File: config.mk
export PLATFORM = sky130hd
export DESIGN_NAME = vec_issue_ctrl_flat
export DESIGN_NICKNAME = d
export VERILOG_FILES = /design/src/rtl/vec_issue_ctrl_if.sv /design/src/rtl/vec_issue_ctrl.sv /design/src/flat_wrapper.sv
export SDC_FILE = /design/constraint.sdc
export NUM_CORES = 1
export LEC_CHECK = 0
export BUFFER_PORTS_ARGS = -buffer_cell sky130_fd_sc_hd__buf_2
export CAP_MARGIN = 10
export CELL_PAD_IN_SITES_DETAIL_PLACEMENT = 1
export CELL_PAD_IN_SITES_GLOBAL_PLACEMENT = 2
export CORE_MARGIN = 8
export CORE_UTILIZATION = 39
export CTS_BUF_LIST = sky130_fd_sc_hd__clkbuf_2
export DETAILED_ROUTE_END_ITERATION = 8
export PLACE_DENSITY_LB_ADDON = 0.1
export SYNTH_ARGS = -nofsm -noshare
export SYNTH_HDL_FRONTEND = slang
export SYNTH_SLANG_ARGS = --single-unit
File: constraint.sdc
create_clock -name clk -period 4.6 [get_ports clk]
set_clock_uncertainty 0.1 [all_clocks]
set_input_delay 0.92 -clock clk [delete_from_list [all_inputs] [get_ports clk]]
set_output_delay 0.92 -clock clk [all_outputs]
set_load 0.02 [all_outputs]
File: src/rtl/vec_issue_ctrl_if.sv
// Handshake between the vector instruction FIFO / dispatch decoder and the issue controller.
// master = FIFO/decoder side, slave = issue controller.
interface vec_issue_ctrl_if #(
    parameter int INSTRUCTION_BITS = 32
);
    logic                        fifo_valid;
    logic [INSTRUCTION_BITS-1:0] fifo_instr;
    logic                        fifo_pop;
    logic                        issue_valid;
    logic                        dec_ready;

    modport master (
        output fifo_valid,
        output fifo_instr,
        output dec_ready,
        input  fifo_pop,
        input  issue_valid
    );

    modport slave (
        input  fifo_valid,
        input  fifo_instr,
        input  dec_ready,
        output fifo_pop,
        output issue_valid
    );
endinterface

File: src/rtl/vec_issue_ctrl.sv
// In-order vector issue controller: per-register scoreboard (RAW/WAW), single memory unit
// tracking, and a drain (fence) handshake in front of the dispatch decoder.
module vec_issue_ctrl #(
    parameter int INSTRUCTION_BITS = 32,
    parameter int ALU_LATENCY      = 2,
    parameter int MUL_LATENCY      = 4
) (
    input  logic                   clk,
    input  logic                   rst_n,
    vec_issue_ctrl_if.slave        bus,
    input  logic                   mem_done,
    input  logic                   drain_req,
    output logic                   drained,
    output logic                   mem_busy,
    output logic [31:0]            pending_vregs,
    output logic [1:0]             stall_cause
);
    typedef enum logic [1:0] {
        ST_INIT  = 2'd0,
        ST_RUN   = 2'd1,
        ST_DRAIN = 2'd2
    } state_t;

    localparam logic [3:0] ALU_CNT = 4'(ALU_LATENCY);
    localparam logic [3:0] MUL_CNT = 4'(MUL_LATENCY);

    state_t      state_q, state_d;
    logic        mem_busy_q, mem_busy_d;

    logic [31:0] instr;
    logic [6:0]  op;
    logic [2:0]  f3;
    logic [5:0]  f6;
    logic        vm;
    logic [4:0]  vd, vs1, vs2;
    logic        is_arith, is_load, is_store, is_mem;
    logic        rd_vs2, rd_vs1, rd_vd, rd_v0, wr_vd, long_lat;
    logic        hazard, mem_stall, issue_valid_int, pop;
    logic        arith_pop, load_pop, mem_pop, mem_done_eff;
    logic [3:0]  lat_cnt;

    assign instr = bus.fifo_instr[31:0];
    assign op    = instr[6:0];
    assign vd    = instr[11:7];
    assign f3    = instr[14:12];
    assign vs1   = instr[19:15];
    assign vs2   = instr[24:20];
    assign vm    = instr[25];
    assign f6    = instr[31:26];

    always_comb begin
        is_arith = (op == 7'b1010111);
        is_load  = (op == 7'b0000111);
        is_store = (op == 7'b0100111);
        is_mem   = is_load | is_store;
        // Memory ops only index through vs2 for the indexed addressing modes (mop[0]=1).
        rd_vs2   = is_arith | (is_mem & instr[26]);
        rd_vs1   = is_arith & (f3 inside {3'b000, 3'b001, 3'b010});
        rd_vd    = is_store
                 | (is_arith & (f3 inside {3'b010, 3'b110}) & (f6 inside {6'b101101, 6'b101001}));
        rd_v0    = ((is_arith | is_mem) & ~vm)
                 | (is_arith & (f3 inside {3'b000, 3'b011, 3'b100}) & (f6 == 6'b010000));
        wr_vd    = is_arith | is_load;
        long_lat = is_arith & ((f3 inside {3'b001, 3'b101})
                 | ((f3 inside {3'b010, 3'b110})
                    & (f6 inside {6'b100100, 6'b100101, 6'b100110, 6'b100111, 6'b101001, 6'b101101})));
        lat_cnt  = long_lat ? MUL_CNT : ALU_CNT;
    end

    // No bypass: a source stays blocked until its counter has fully reached zero.
    assign hazard = (rd_vs2 & pending_vregs[vs2])
                  | (rd_vs1 & pending_vregs[vs1])
                  | ((rd_vd | wr_vd) & pending_vregs[vd])
                  | (rd_v0 & pending_vregs[0]);

    assign mem_stall       = is_mem & mem_busy_q;
    assign issue_valid_int = (state_q == ST_RUN) & bus.fifo_valid & ~drain_req & ~hazard & ~mem_stall;
    assign pop             = issue_valid_int & bus.dec_ready;
    assign arith_pop       = pop & is_arith;
    assign load_pop        = pop & is_load;
    assign mem_pop         = pop & is_mem;
    assign mem_done_eff    = mem_done & mem_busy_q;

    assign bus.issue_valid = issue_valid_int;
    assign bus.fifo_pop    = pop;
    assign mem_busy        = mem_busy_q;

    for (genvar gi = 0; gi < 32; gi++) begin : g_sb
        logic [3:0] cnt_q, cnt_d;
        logic       ld_pend_q, ld_pend_d;

        always_comb begin
            cnt_d     = (cnt_q != 4'd0) ? cnt_q - 4'd1 : 4'd0;
            ld_pend_d = ld_pend_q & ~mem_done_eff;
            if (arith_pop && (vd == 5'(gi))) begin
                cnt_d = lat_cnt;
            end
            if (load_pop && (vd == 5'(gi))) begin
                ld_pend_d = 1'b1;
            end
        end

        always_ff @(posedge clk or negedge rst_n) begin
            if (!rst_n) begin
                cnt_q     <= 4'd0;
                ld_pend_q <= 1'b0;
            end else begin
                cnt_q     <= cnt_d;
                ld_pend_q <= ld_pend_d;
            end
        end

        assign pending_vregs[gi] = (cnt_q != 4'd0) | ld_pend_q;
    end

    always_comb begin
        state_d = state_q;
        case (state_q)
            ST_INIT:  state_d = ST_RUN;
            ST_RUN:   if (drain_req)  state_d = ST_DRAIN;
            ST_DRAIN: if (!drain_req) state_d = ST_RUN;
            default:  state_d = ST_INIT;
        endcase
    end

    always_comb begin
        mem_busy_d = mem_busy_q;
        if (mem_done_eff) begin
            mem_busy_d = 1'b0;
        end
        if (mem_pop) begin
            mem_busy_d = 1'b1;
        end
    end

    always_ff @(posedge clk or negedge rst_n) begin
        if (!rst_n) begin
            state_q    <= ST_INIT;
            mem_busy_q <= 1'b0;
        end else begin
            state_q    <= state_d;
            mem_busy_q <= mem_busy_d;
        end
    end

    assign drained = (state_q == ST_DRAIN) & (pending_vregs == 32'd0) & ~mem_busy_q;

    always_comb begin
        stall_cause = 2'd0;
        if ((state_q != ST_RUN) || drain_req) begin
            stall_cause = 2'd3;
        end else if (bus.fifo_valid && hazard) begin
            stall_cause = 2'd1;
        end else if (bus.fifo_valid && mem_stall) begin
            stall_cause = 2'd2;
        end
    end
endmodule

File: src/flat_wrapper.sv
// flat-port wrapper written by rule: the top's interface ports become plain ports
module vec_issue_ctrl_flat 
#(
    parameter int INSTRUCTION_BITS = 32,
    parameter int ALU_LATENCY      = 2,
    parameter int MUL_LATENCY      = 4
)
  (clk, rst_n, mem_done, drain_req, drained, mem_busy, pending_vregs, stall_cause, bus_fifo_valid, bus_fifo_instr, bus_dec_ready, bus_fifo_pop, bus_issue_valid);
  vec_issue_ctrl_if #(.INSTRUCTION_BITS(INSTRUCTION_BITS)) bus_i ();
  input  logic clk;
  input  logic rst_n;
  input  logic mem_done;
  input  logic drain_req;
  output logic drained;
  output logic mem_busy;
  output logic [31:0] pending_vregs;
  output logic [1:0] stall_cause;
  input wire logic [$bits(bus_i.fifo_valid)-1:0] bus_fifo_valid;
  input wire logic [$bits(bus_i.fifo_instr)-1:0] bus_fifo_instr;
  input wire logic [$bits(bus_i.dec_ready)-1:0] bus_dec_ready;
  output wire logic [$bits(bus_i.fifo_pop)-1:0] bus_fifo_pop;
  output wire logic [$bits(bus_i.issue_valid)-1:0] bus_issue_valid;
  assign bus_i.fifo_valid = bus_fifo_valid;
  assign bus_i.fifo_instr = bus_fifo_instr;
  assign bus_i.dec_ready = bus_dec_ready;
  assign bus_fifo_pop = bus_i.fifo_pop;
  assign bus_issue_valid = bus_i.issue_valid;
  vec_issue_ctrl #(.INSTRUCTION_BITS(INSTRUCTION_BITS), .ALU_LATENCY(ALU_LATENCY), .MUL_LATENCY(MUL_LATENCY)) u_core (.clk(clk), .rst_n(rst_n), .bus(bus_i), .mem_done(mem_done), .drain_req(drain_req), .drained(drained), .mem_busy(mem_busy), .pending_vregs(pending_vregs), .stall_cause(stall_cause));
endmodule
==> reports/results.ini <==
[yosys]
netlist_top_cells_area = dfrtp_1 (47%), nor2_1 (5.5%), a21oi_1 (4.5%)
synth-simple-area-share = 0.283
synth-edff-count = 0
synthAdderAreaFrac = 0
synth_top_area_share = 0.475
synth_seq_cells = 163
yosys_warnings = 0
yosysTopAreaCell = dfrtp_1
synth-compound-area-share = 0.186
syn_area_mm2 = 0.00859
synthFlopType = dfrtp_1
syn_nets = 998
synth-xor-area-share = 0
syn-instance-count = 960
muxShareOfSynthArea = 0.0218
async_reset_ff_frac = 1.00
synth.distinct_cells = 68
ys_seq_area_frac = 0.475
synth_top_family_by_area = simple AND/OR/NAND/NOR gates
avgSynthCellArea_um2 = 8.95

[timing]
rsz0062_at_grt = yes
hold_viol = 0
tns_ps = 0
worst_pin_slew_ps = 999
maxSlewViolCount = 0
setup_viol = 0
fin_crit_ps = 4470
relSlewSlack = 0.333
fmax_mhz = 224
fin_crit_sh = 0.972

[drt]
ant_nets = 0
wl_per_cell_um = 21.7
via_count = 7740
via_per_inst = 5.75
wl_um = 29100
drc = 0
drt_iter0_drc = 491
dr.pass1.iters = 5

[global_routing]
grt_usage = 0.220
grt_max_degree = 94
gr-total-overflow = 0
grt_pass1_wl_um = 45400
antenna_found_initial = 2
grt_pass1_vias = 7847

[flow_run]
cap_violations = 0

[critical_path]
crit_chain = or4_4 > nor2_4 > a221oi_1 > a21o_1 > o22a_1 > a211oi_4 > nand2_2 > a211o_1 > buf_4
worstPathMaxFanout = 4
cp.arrival_ps = 3450
reg2reg_to = u_core.g_sb[15].ld_pend_q
critPathRequiredTime_ps = 3580
worst-r2r-cell-count = 10
r2r_setup_slack_ps = 990
crit_type = register to output port
slowest_stage = or4_4
cp-start-kind = register
worstSetupEndpointType = output port
r2r_start = u_core.g_sb[6].cnt_q[0]
critical-path-max-stage-delay_ps = 560

[power]
cellInternalPower_mw = 1.83
netSwitchingFraction = 0.288
p_per_area_mw_per_mm2 = 259
seq_power_share = 0.563
p_clk_frac = 0.358
leakage_nw = 4.83
power_switching_uw = 740
vdd_drop_max_uv = 120
pwr-share-comb = 0.079

[outcome]
run_status = complete, no violations

[floorplanning]
initial_utilization = 0.395
die_h_um = 164
core_mm2 = 0.0218
die_w_um = 164
rows = 54
boundaryPins = 76
dieArea_mm2 = 0.0270

[clocking]
cts_root_buffer = clkbuf_2
clock_latency_ps = 770
clk_pin_slew_ps = 280
clockBufferDepth = 2
numCtsBuffers = 17
cts.sinks = 163
cts_tree = built
htree_levels = 4

[place]
hpwl_um = 21300
placed_cells = 1298
io_buffers = 75
gp_congestion = 0.908

[layout]
fillers = 2616
nets = 1090
layoutNonFillerInstCount = 1346
drive_above_1_share = 0.208
multi_input_area_mm2 = 0.00442
ff_latch_area_mm2 = 0.00408
area_growth_pct = 15.3

[min_path]
holdCritPathClass = primary input to asynchronous set/reset pin

[Yosys cell counts (all sizes together), types with 16 or more instances]
library cell	n
nor3b	38
inv	27
o21ai	92
buf	16
dfrtp	163
o21a	32
a21oi	77
nor4	18
nand2	79
o31ai	22
nor3	64
clkbuf	21
or2	40
nor2	127
or4	22
[worst max-delay path, delay by kind of cell (launching register included)]
kind	cells	cell delay, ps
DFF	1	470
buffers and inverters	1	160
AOI/OAI and AO/OA	5	1260
and+or+nand+nor	3	790
[per-layer routing]
layer / wire length [µm] / vias up / track usage
li1: - / 3643 / -
met1: 13100 / 3857 / 0.295
met2: 13800 / 205 / 0.349
met3: 1770 / 33 / 0.0489
met4: 506 / 2 / 0.0663
met5: 12 / - / 0
[power groups by stage]
stage                     clock, mW  sequential (mW)  combinational (mW)
after floorplan                   0             1.47              0.0964
after global placement            0             1.47               0.198
after detailed placement          0             1.47               0.199
after CTS                     0.951             1.45               0.200
after global routing           1.00             1.45               0.224
final                         0.919             1.44               0.204
[repair_timing]
action,CTS,global route
hold endpoints to repair,0,0
pin swaps,3,12
endpoints found under the setup margin,5,5
buffers inserted,3,13
gates resized for setup,21,24
hold buffers,0,0
[layout by cell type (no fill, tap or decap), types with 4 or more instances in the layout]
cell type and count:
nor2_1 119, nor3b_1 37, nand2_1 78, nor2_4 5, o21a_1 32, mux2i_1 12, and3_1 4, nand4_1 5
dfrtp_1 163, nor4_4 4, o21ai_0 22, nor4_1 12, nor2b_1 8, inv_6 4, nand3_1 13, nor3_1 62
clkbuf_2 17, or4_4 15, o31ai_1 22, or2_1 8, or2_2 27, inv_1 26, buf_4 34, a21o_1 4
and2_1 5, nand2b_1 11, or4_1 7, o21ai_1 70, buf_2 73, a221oi_1 4, a21oi_1 76, nor4b_1 4
[how the worst max path moves through the flow]
stage | end | cells after the start | from | slack, ps
floorplan | stall_cause[1] | 8 | bus_fifo_instr[5] | 600
global placement | stall_cause[0] | 10 | bus_fifo_instr[5] | 320
detailed placement | stall_cause[0] | 10 | bus_fifo_instr[5] | 320
CTS | stall_cause[0] | 9 | u_core.g_sb[6].cnt_q[0] | -40
global route | stall_cause[0] | 9 | u_core.g_sb[17].cnt_q[0] | -40
finish | stall_cause[0] | 9 | u_core.g_sb[6].cnt_q[0] | 130
[flip-flops by register name, summed over array words and instances (netlist names)]
signal and count:
u_core.g_sb.ld_pend_q 32, u_core.mem_busy 1, u_core.state_q 2, u_core.g_sb.cnt_q 128
[cells by family after synthesis]
group	count (synthesis)
muxes	16
and+or+nand+nor	454
DFF	163
buffers and inverters	65
AOI/OAI and AO/OA	262
[through the flow]
stage / setup slack, ps / utilization / area, µm² / total power [mW] / hold WS, ps
2_1_floorplan: 604 / - / 8590 / 1.56 / 318
3_3_place_gp: 323 / 0.428 / 9310 / 1.67 / 331
3_5_place_dp: 321 / 0.428 / 9310 / 1.67 / 335
4_1_cts: -37.9 / 0.446 / 9700 / 2.60 / 72.5
5_1_grt: -43.7 / 0.455 / 9910 / 2.67 / 74.4
6_report: 127 / 0.455 / 9910 / 2.57 / 94.1
[cell type report]
cell class / count / share of cell area
multi-input combinational: 732 / 0.446
sequential: 163 / 0.412
timing repair buffer: 110 / 0.0678
tap: 280 / 0.0354
clock inverter: 15 / 0.0198
inverter: 28 / 0.0106
clock buffer: 17 / 0.00859
antenna: 1 / 0.000253
(Power assumes the default switching activity.)
